===== config.mk =====
export PLATFORM = sky130hd
export DESIGN_NAME = opamp_stim_dac
export DESIGN_NICKNAME = d
export VERILOG_FILES = /design/src/rtl/opamp_stim_dac.sv
export SDC_FILE = /design/constraint.sdc
export NUM_CORES = 1
export LEC_CHECK = 0
export ABC_AREA = 1
export BUFFER_PORTS_ARGS = -buffer_cell sky130_fd_sc_hd__buf_2
export CAP_MARGIN = 20
export CORE_UTILIZATION = 45
export CTS_BUF_LIST = sky130_fd_sc_hd__clkbuf_16
export DETAILED_ROUTE_END_ITERATION = 12
export PLACE_DENSITY = 0.61
export SETUP_SLACK_MARGIN = 0.15
export SLEW_MARGIN = 20
export SYNTH_ARGS = -nofsm -noshare
export SYNTH_HDL_FRONTEND = slang
export SYNTH_SLANG_ARGS = --single-unit

===== constraint.sdc =====
create_clock -name clk -period 3.9 [get_ports clk]
set_clock_uncertainty 0.15 [all_clocks]
set_input_delay 0.39 -clock clk [delete_from_list [all_inputs] [get_ports clk]]
set_output_delay 0.39 -clock clk [all_outputs]
set_load 0.01 [all_outputs]

===== src/rtl/opamp_stim_dac.sv =====
// ---------------------------------------------------------------------------
// opamp_stim_dac
//
// Digital stimulus generator for the opamp's non-inverting input. A
// first-order sigma-delta modulator turns a WIDTH-bit code into a 1-bit
// density stream. An off-chip RC low-pass filter turns that stream into the
// analog level on vin_p. The modulated code is static, a triangle sweep, or
// a square step between 0 and the loaded code.
//
// Ports
//   clk      : system clock, all state updates on its rising edge
//   rst_n    : synchronous active-low reset, has priority over ena
//   ena      : block enable; low clears the modulator and prescaler and
//              holds the waveform state
//   code_in  : code to load (WIDTH bits)
//   load     : level-sensitive load strobe for code_in (needs ena=1)
//   mode     : 0 static, 1 triangle, 2 square, 3 reserved (acts as static)
//   dac_out  : sigma-delta bitstream to the RC filter
//   cur_code : code currently being modulated
//   dir_up   : triangle direction, 1 while ramping up
//   tick     : one-cycle pulse on each waveform update
//
// Parameters
//   WIDTH : code width in bits
//   DIV   : clocks per waveform update tick, legal range 2..65536
// ---------------------------------------------------------------------------
module opamp_stim_dac #(
    parameter int WIDTH = 8,
    parameter int DIV   = 256
) (
    input  logic             clk,
    input  logic             rst_n,
    input  logic             ena,
    input  logic [WIDTH-1:0] code_in,
    input  logic             load,
    input  logic [1:0]       mode,
    output logic             dac_out,
    output logic [WIDTH-1:0] cur_code,
    output logic             dir_up,
    output logic             tick
);

    localparam int              PW         = $clog2(DIV);
    localparam logic [PW-1:0]   PRESC_MAX  = PW'(DIV - 1);
    localparam logic [PW-1:0]   PRESC_ONE  = PW'(1);
    localparam logic [WIDTH-1:0] CODE_MAX  = '1;
    localparam logic [WIDTH-1:0] CODE_ONE  = WIDTH'(1);
    localparam logic [1:0]      MODE_TRI   = 2'd1;
    localparam logic [1:0]      MODE_SQ    = 2'd2;

    // State registers
    logic [WIDTH-1:0] code_q,     code_d;
    logic [WIDTH-1:0] acc_q,      acc_d;
    logic [PW-1:0]    presc_q,    presc_d;
    logic             sq_phase_q, sq_phase_d;
    logic [1:0]       mode_q,     mode_d;
    logic [WIDTH-1:0] cur_code_q, cur_code_d;
    logic             dir_up_q,   dir_up_d;
    logic             tick_q,     tick_d;
    logic             dac_q,      dac_d;

    // Modulator sum. Only the low WIDTH bits of the accumulator are carried
    // forward; the top bit is the carry that becomes the output pulse, so it
    // lives in dac_q rather than in acc_q.
    logic [WIDTH:0] acc_sum;
    logic           mode_chg;
    logic           step_now;

    always_comb begin
        code_d     = code_q;
        acc_d      = acc_q;
        presc_d    = presc_q;
        sq_phase_d = sq_phase_q;
        mode_d     = mode_q;
        cur_code_d = cur_code_q;
        dir_up_d   = dir_up_q;
        tick_d     = 1'b0;
        dac_d      = dac_q;

        acc_sum  = {1'b0, acc_q} + {1'b0, cur_code_q};
        mode_chg = (mode != mode_q);
        step_now = (presc_q == PRESC_MAX);

        if (!ena) begin
            // Disabled: silence the output and restart the modulator and
            // prescaler from zero; waveform state is held for resumption.
            acc_d   = '0;
            dac_d   = 1'b0;
            presc_d = '0;
        end else begin
            acc_d  = acc_sum[WIDTH-1:0];
            dac_d  = acc_sum[WIDTH];
            mode_d = mode;
            if (load) begin
                code_d = code_in;
            end

            if (mode_chg) begin
                // A mode change restarts the waveform timing and suppresses
                // any step that would have happened on this edge.
                presc_d    = '0;
                dir_up_d   = 1'b1;
                sq_phase_d = 1'b0;
            end else begin
                presc_d = step_now ? '0 : presc_q + PRESC_ONE;
                tick_d  = step_now;
                case (mode_q)
                    MODE_TRI: begin
                        if (step_now) begin
                            // Bounce at the endpoints without repeating them.
                            if (dir_up_q) begin
                                if (cur_code_q == CODE_MAX) begin
                                    cur_code_d = CODE_MAX - CODE_ONE;
                                    dir_up_d   = 1'b0;
                                end else begin
                                    cur_code_d = cur_code_q + CODE_ONE;
                                end
                            end else begin
                                if (cur_code_q == '0) begin
                                    cur_code_d = CODE_ONE;
                                    dir_up_d   = 1'b1;
                                end else begin
                                    cur_code_d = cur_code_q - CODE_ONE;
                                end
                            end
                        end
                    end
                    MODE_SQ: begin
                        if (step_now) begin
                            // Uses code_q, so a load on this same edge only
                            // shows up at the next high phase.
                            sq_phase_d = ~sq_phase_q;
                            cur_code_d = (~sq_phase_q) ? code_q : '0;
                        end
                    end
                    default: begin
                        cur_code_d = code_q;
                    end
                endcase
            end
        end
    end

    always_ff @(posedge clk) begin
        if (!rst_n) begin
            code_q     <= '0;
            acc_q      <= '0;
            presc_q    <= '0;
            sq_phase_q <= 1'b0;
            mode_q     <= 2'd0;
            cur_code_q <= '0;
            dir_up_q   <= 1'b1;
            tick_q     <= 1'b0;
            dac_q      <= 1'b0;
        end else begin
            code_q     <= code_d;
            acc_q      <= acc_d;
            presc_q    <= presc_d;
            sq_phase_q <= sq_phase_d;
            mode_q     <= mode_d;
            cur_code_q <= cur_code_d;
            dir_up_q   <= dir_up_d;
            tick_q     <= tick_d;
            dac_q      <= dac_d;
        end
    end

    assign dac_out  = dac_q;
    assign cur_code = cur_code_q;
    assign dir_up   = dir_up_q;
    assign tick     = tick_q;

endmodule


==> summary.md <==
| Metric | Value |
|---|---|
| Fin crit share | 47.3% |
| Drt drc | 0 |
| Status | finished clean |
| Hold path depth | 3 |
| Core Region | 4790 um2 |
| Rel. slew slack | 74.8% |
| Final wirelength | 5.11 mm |
| Multi-input gate area | 1330 um2 |
| Switch Pwr | 0.000266 W |
| Count leader, synth | nand2_1 |
| Sequential Power Share | 44.5% |
| Met2 Use GR | 34.6% |
| Gate power share | 15.9% |
| Met1 usage | 28.6% |
| GRT Total Usage | 21.6% |
| Synth unique cells | 29 |
| Min-Delay Path Class | in2reg |
| Post-synth EDFFs | 0 |
| Crit path max fanout | 5 |
| First-pass GRT wire length | 8.75 mm |
| Worst setup path end | cur_code[3] |
| Num CTS Buffers | 5 |
| Max rail drop VDD | 0.000243 V |
| Ys Warns | 0 |
| Top post-synthesis cells by area | dfxtp_1, nand2_1, nor2_1 |
| Worst EP required | 3.93 ns |
| Finish-stage setup viols | 0 |
| Gr ovfl total | 0 |
| Setup Fix Bufs, Post-CTS | 0 |
| Filler cells | 520 |
| TritonRoute pass-1 iters | 4 |
| Setup crit end kind | register |
| Max frequency | 542 MHz |
| Starting Density | 47.3% |
| Clock-pin slew on the worst setup and hold paths | 0.06 ns |
| Sw Share | 27.9% |
| Synthesized instance count | 338 |
| Port Buf Inserts | 24 |
| Pwr Density | 372 nW/um2 |
| Worst-Skew Late Latency | 0.28 ns |
| Syn nets | 367 |
| Final core utilization | 53.6% |
| Grt met3 use | 4.42% |
| Clock share of power | 39.6% |
| Area Growth Syn to Fin | 13.3% |
| Proportion of layout cells with a drive suffix above 1 | 11.0% |
| Post-DRT Antenna Nets | 0 |
| R2R setup slack | 2.06 ns |
| GRT busiest layer | met2 |
| Largest net degree at the start of global routing | 21 |
| CTS resizes | 0 |
| Die height | 72.9 um |
| # IOs | 25 |
| Internal cell power | 0.000687 W |
| Vias in the first global route | 1927 |
| Root buf cell | clkbuf_16 |
| Worst reg-to-reg path cell count | 8 |
| CTS sink count | 38 |
| Antenna violations before repair | 0 |
| CTS tree | done |
| Max-cap check violation count | 0 |
| Worst setup SP type | register |
| Synthesized area | 2260 um2 |
| Static Leak | 1.22 nW |
| Synth top cells by count | nand2_1, nor2_1, dfxtp_1 |
| Post-synthesis register bit count | 38 |
| Htree depth | 2 |
| Cell taking the most area after synthesis | dfxtp_1 |
| Crit. Startpoint | mode_q[0] |
| Worst-Margin Slew | 0.378 ns |
| Chip width | 72.9 um |
| Hold buffers post-CTS | 0 |
| Final Hold Vio Count | 0 |
| Placer Congestion | 0.826 |
| DP HPWL | 3.87 mm |
| FF/Latch Area | 761 um2 |
| Slew Viols, Final | 0 |
| Share of the synthesized area in the top cell type | 33.6% |
| CP Data Arrival Time | 1.87 ns |
| 1st-iter DRT viols | 119 |
| Via count | 2160 |
| Reg2reg start | mode_q[0] |
| Setup TNS | 0 ns |
| Reg2reg end | cur_code[3] |
| Clk buf depth | 2 |
| Avg Cell Area, Syn | 6.69 um2 |
| Ys flop type | dfxtp_1 |
| Die area | 5310 um2 |
| RSZ-0062 raised after global routing | false |
| Critical path class | reg2reg |
| Via/cell ratio | 5.01 |
| Crit path time final | 1.84 ns |
| Final #Nets | 394 |
| Diode count | 0 |
| Row cnt | 25 |
| Post-synth ARST share | 0% |
| Seq/Total Area, Yosys | 33.6% |
| Routed WL per cell | 11.9 um |
cell type report:
cell class / count / share of cell area (%)
clock buffers: 5 / 4.88
clock inverters: 1 / 0.146
inverters: 37 / 5.42
multi-input cells: 259 / 51.9
flip-flops and latches: 38 / 29.7
well taps: 67 / 3.27
repair buffers: 24 / 4.69
cells in the final DEF, fill, tap and decap left out:
| cell | synthesis | routed |
|---|---|---|
| ha_1 | 14 | 14 |
| nor2_4 | 1 | 1 |
| nand2_2 | 2 | 2 |
| nor2_1 | 54 | 54 |
| or2_2 | 1 | 1 |
| fa_1 | 1 | 1 |
| nand2_4 | 1 | 1 |
| clkbuf_16 | 0 | 5 |
| nand3_2 | 1 | 1 |
| a31oi_1 | 1 | 1 |
| clkinv_1 | 0 | 1 |
| nor3_1 | 5 | 5 |
| o211ai_1 | 2 | 2 |
| nand3b_1 | 1 | 1 |
| nor2_2 | 2 | 2 |
| nor3b_1 | 3 | 3 |
| buf_2 | 1 | 24 |
| xnor2_1 | 2 | 2 |
| nand4_1 | 7 | 7 |
| nand3_1 | 31 | 31 |
| nand2_1 | 76 | 76 |
| o21ai_4 | 1 | 1 |
| inv_2 | 2 | 2 |
| dfxtp_1 | 38 | 38 |
| o21ai_0 | 20 | 20 |
| xor2_1 | 2 | 2 |
| inv_1 | 35 | 35 |
| o21a_1 | 1 | 1 |
| a21oi_1 | 30 | 30 |
registers in the layout, summed over array words and instances, names as in the netlist:
| name | flops |
|---|---|
| cur_code | 8 |
| sq_phase_q | 1 |
| code_q | 8 |
| dac_out | 1 |
| presc_q | 8 |
| dir_up | 1 |
| mode_q | 2 |
| tick | 1 |
| acc_q | 8 |
stage by stage:
stage / worst slack (ns) / std cells / total power [W] / hold WS [ns] / area (um2)
floorplan: 2.24 / 338 / 0.000544 / 0.268 / 2260
global placement: 2.08 / 425 / 0.000584 / 0.280 / 2430
detailed placement: 2.06 / 425 / 0.000583 / 0.292 / 2430
CTS: 2.00 / 431 / 0.000964 / 0.209 / 2560
global route: 1.80 / 431 / 0.00100 / 0.249 / 2560
finish: 2.06 / 431 / 0.000953 / 0.213 / 2560
critical path: stages, from the launching register on:
cell,delay (ns)
dfxtp_1,0.36
inv_1,0.07
ha_1,0.30
a21oi_1,0.30
inv_1,0.16
nand2_1,0.10
nand3_1,0.12
nor2_1,0.13
nor2_1,0.05
power groups by stage:
stage / combinational [W] / clock, W / sequential (W)
2_1_floorplan: 0.000114 / 0 / 0.000430
5_1_grt: 0.000176 / 0.000403 / 0.000426
6_report: 0.000151 / 0.000377 / 0.000424
3_5_place_dp: 0.000151 / 0 / 0.000433
3_3_place_gp: 0.000151 / 0 / 0.000432
4_1_cts: 0.000152 / 0.000388 / 0.000424
how the worst min path moves through the flow:
stage / startpoint / to / slack, ns
after global routing: code_in[1] / code_q[1] / 0.25
after global placement: presc_q[0] / presc_q[0] / 0.28
after detailed placement: presc_q[0] / presc_q[0] / 0.29
after floorplan: presc_q[0] / presc_q[0] / 0.27
final: code_in[0] / code_q[0] / 0.21
after CTS: code_in[0] / code_q[0] / 0.21
kinds of logic after synthesis:
family	count (synthesis)	share of synthesized area [%]
flip-flops	38	33.6
buffers and inverters	41	7.52
XOR/XNOR	4	1.55
AND/OR/NAND/NOR	185	35.6
adder cells (fa/ha/maj)	15	8.63
AO/OA/AOI/OAI	55	13.1
routing by layer:
metal / share of wire, % / up-vias
met5: 0 / -
met4: 1.4 / 0
met3: 3.2 / 7
met2: 46 / 38
met1: 49 / 951
li1: - / 1164
Note: power is estimated with default switching activity, not from simulation.
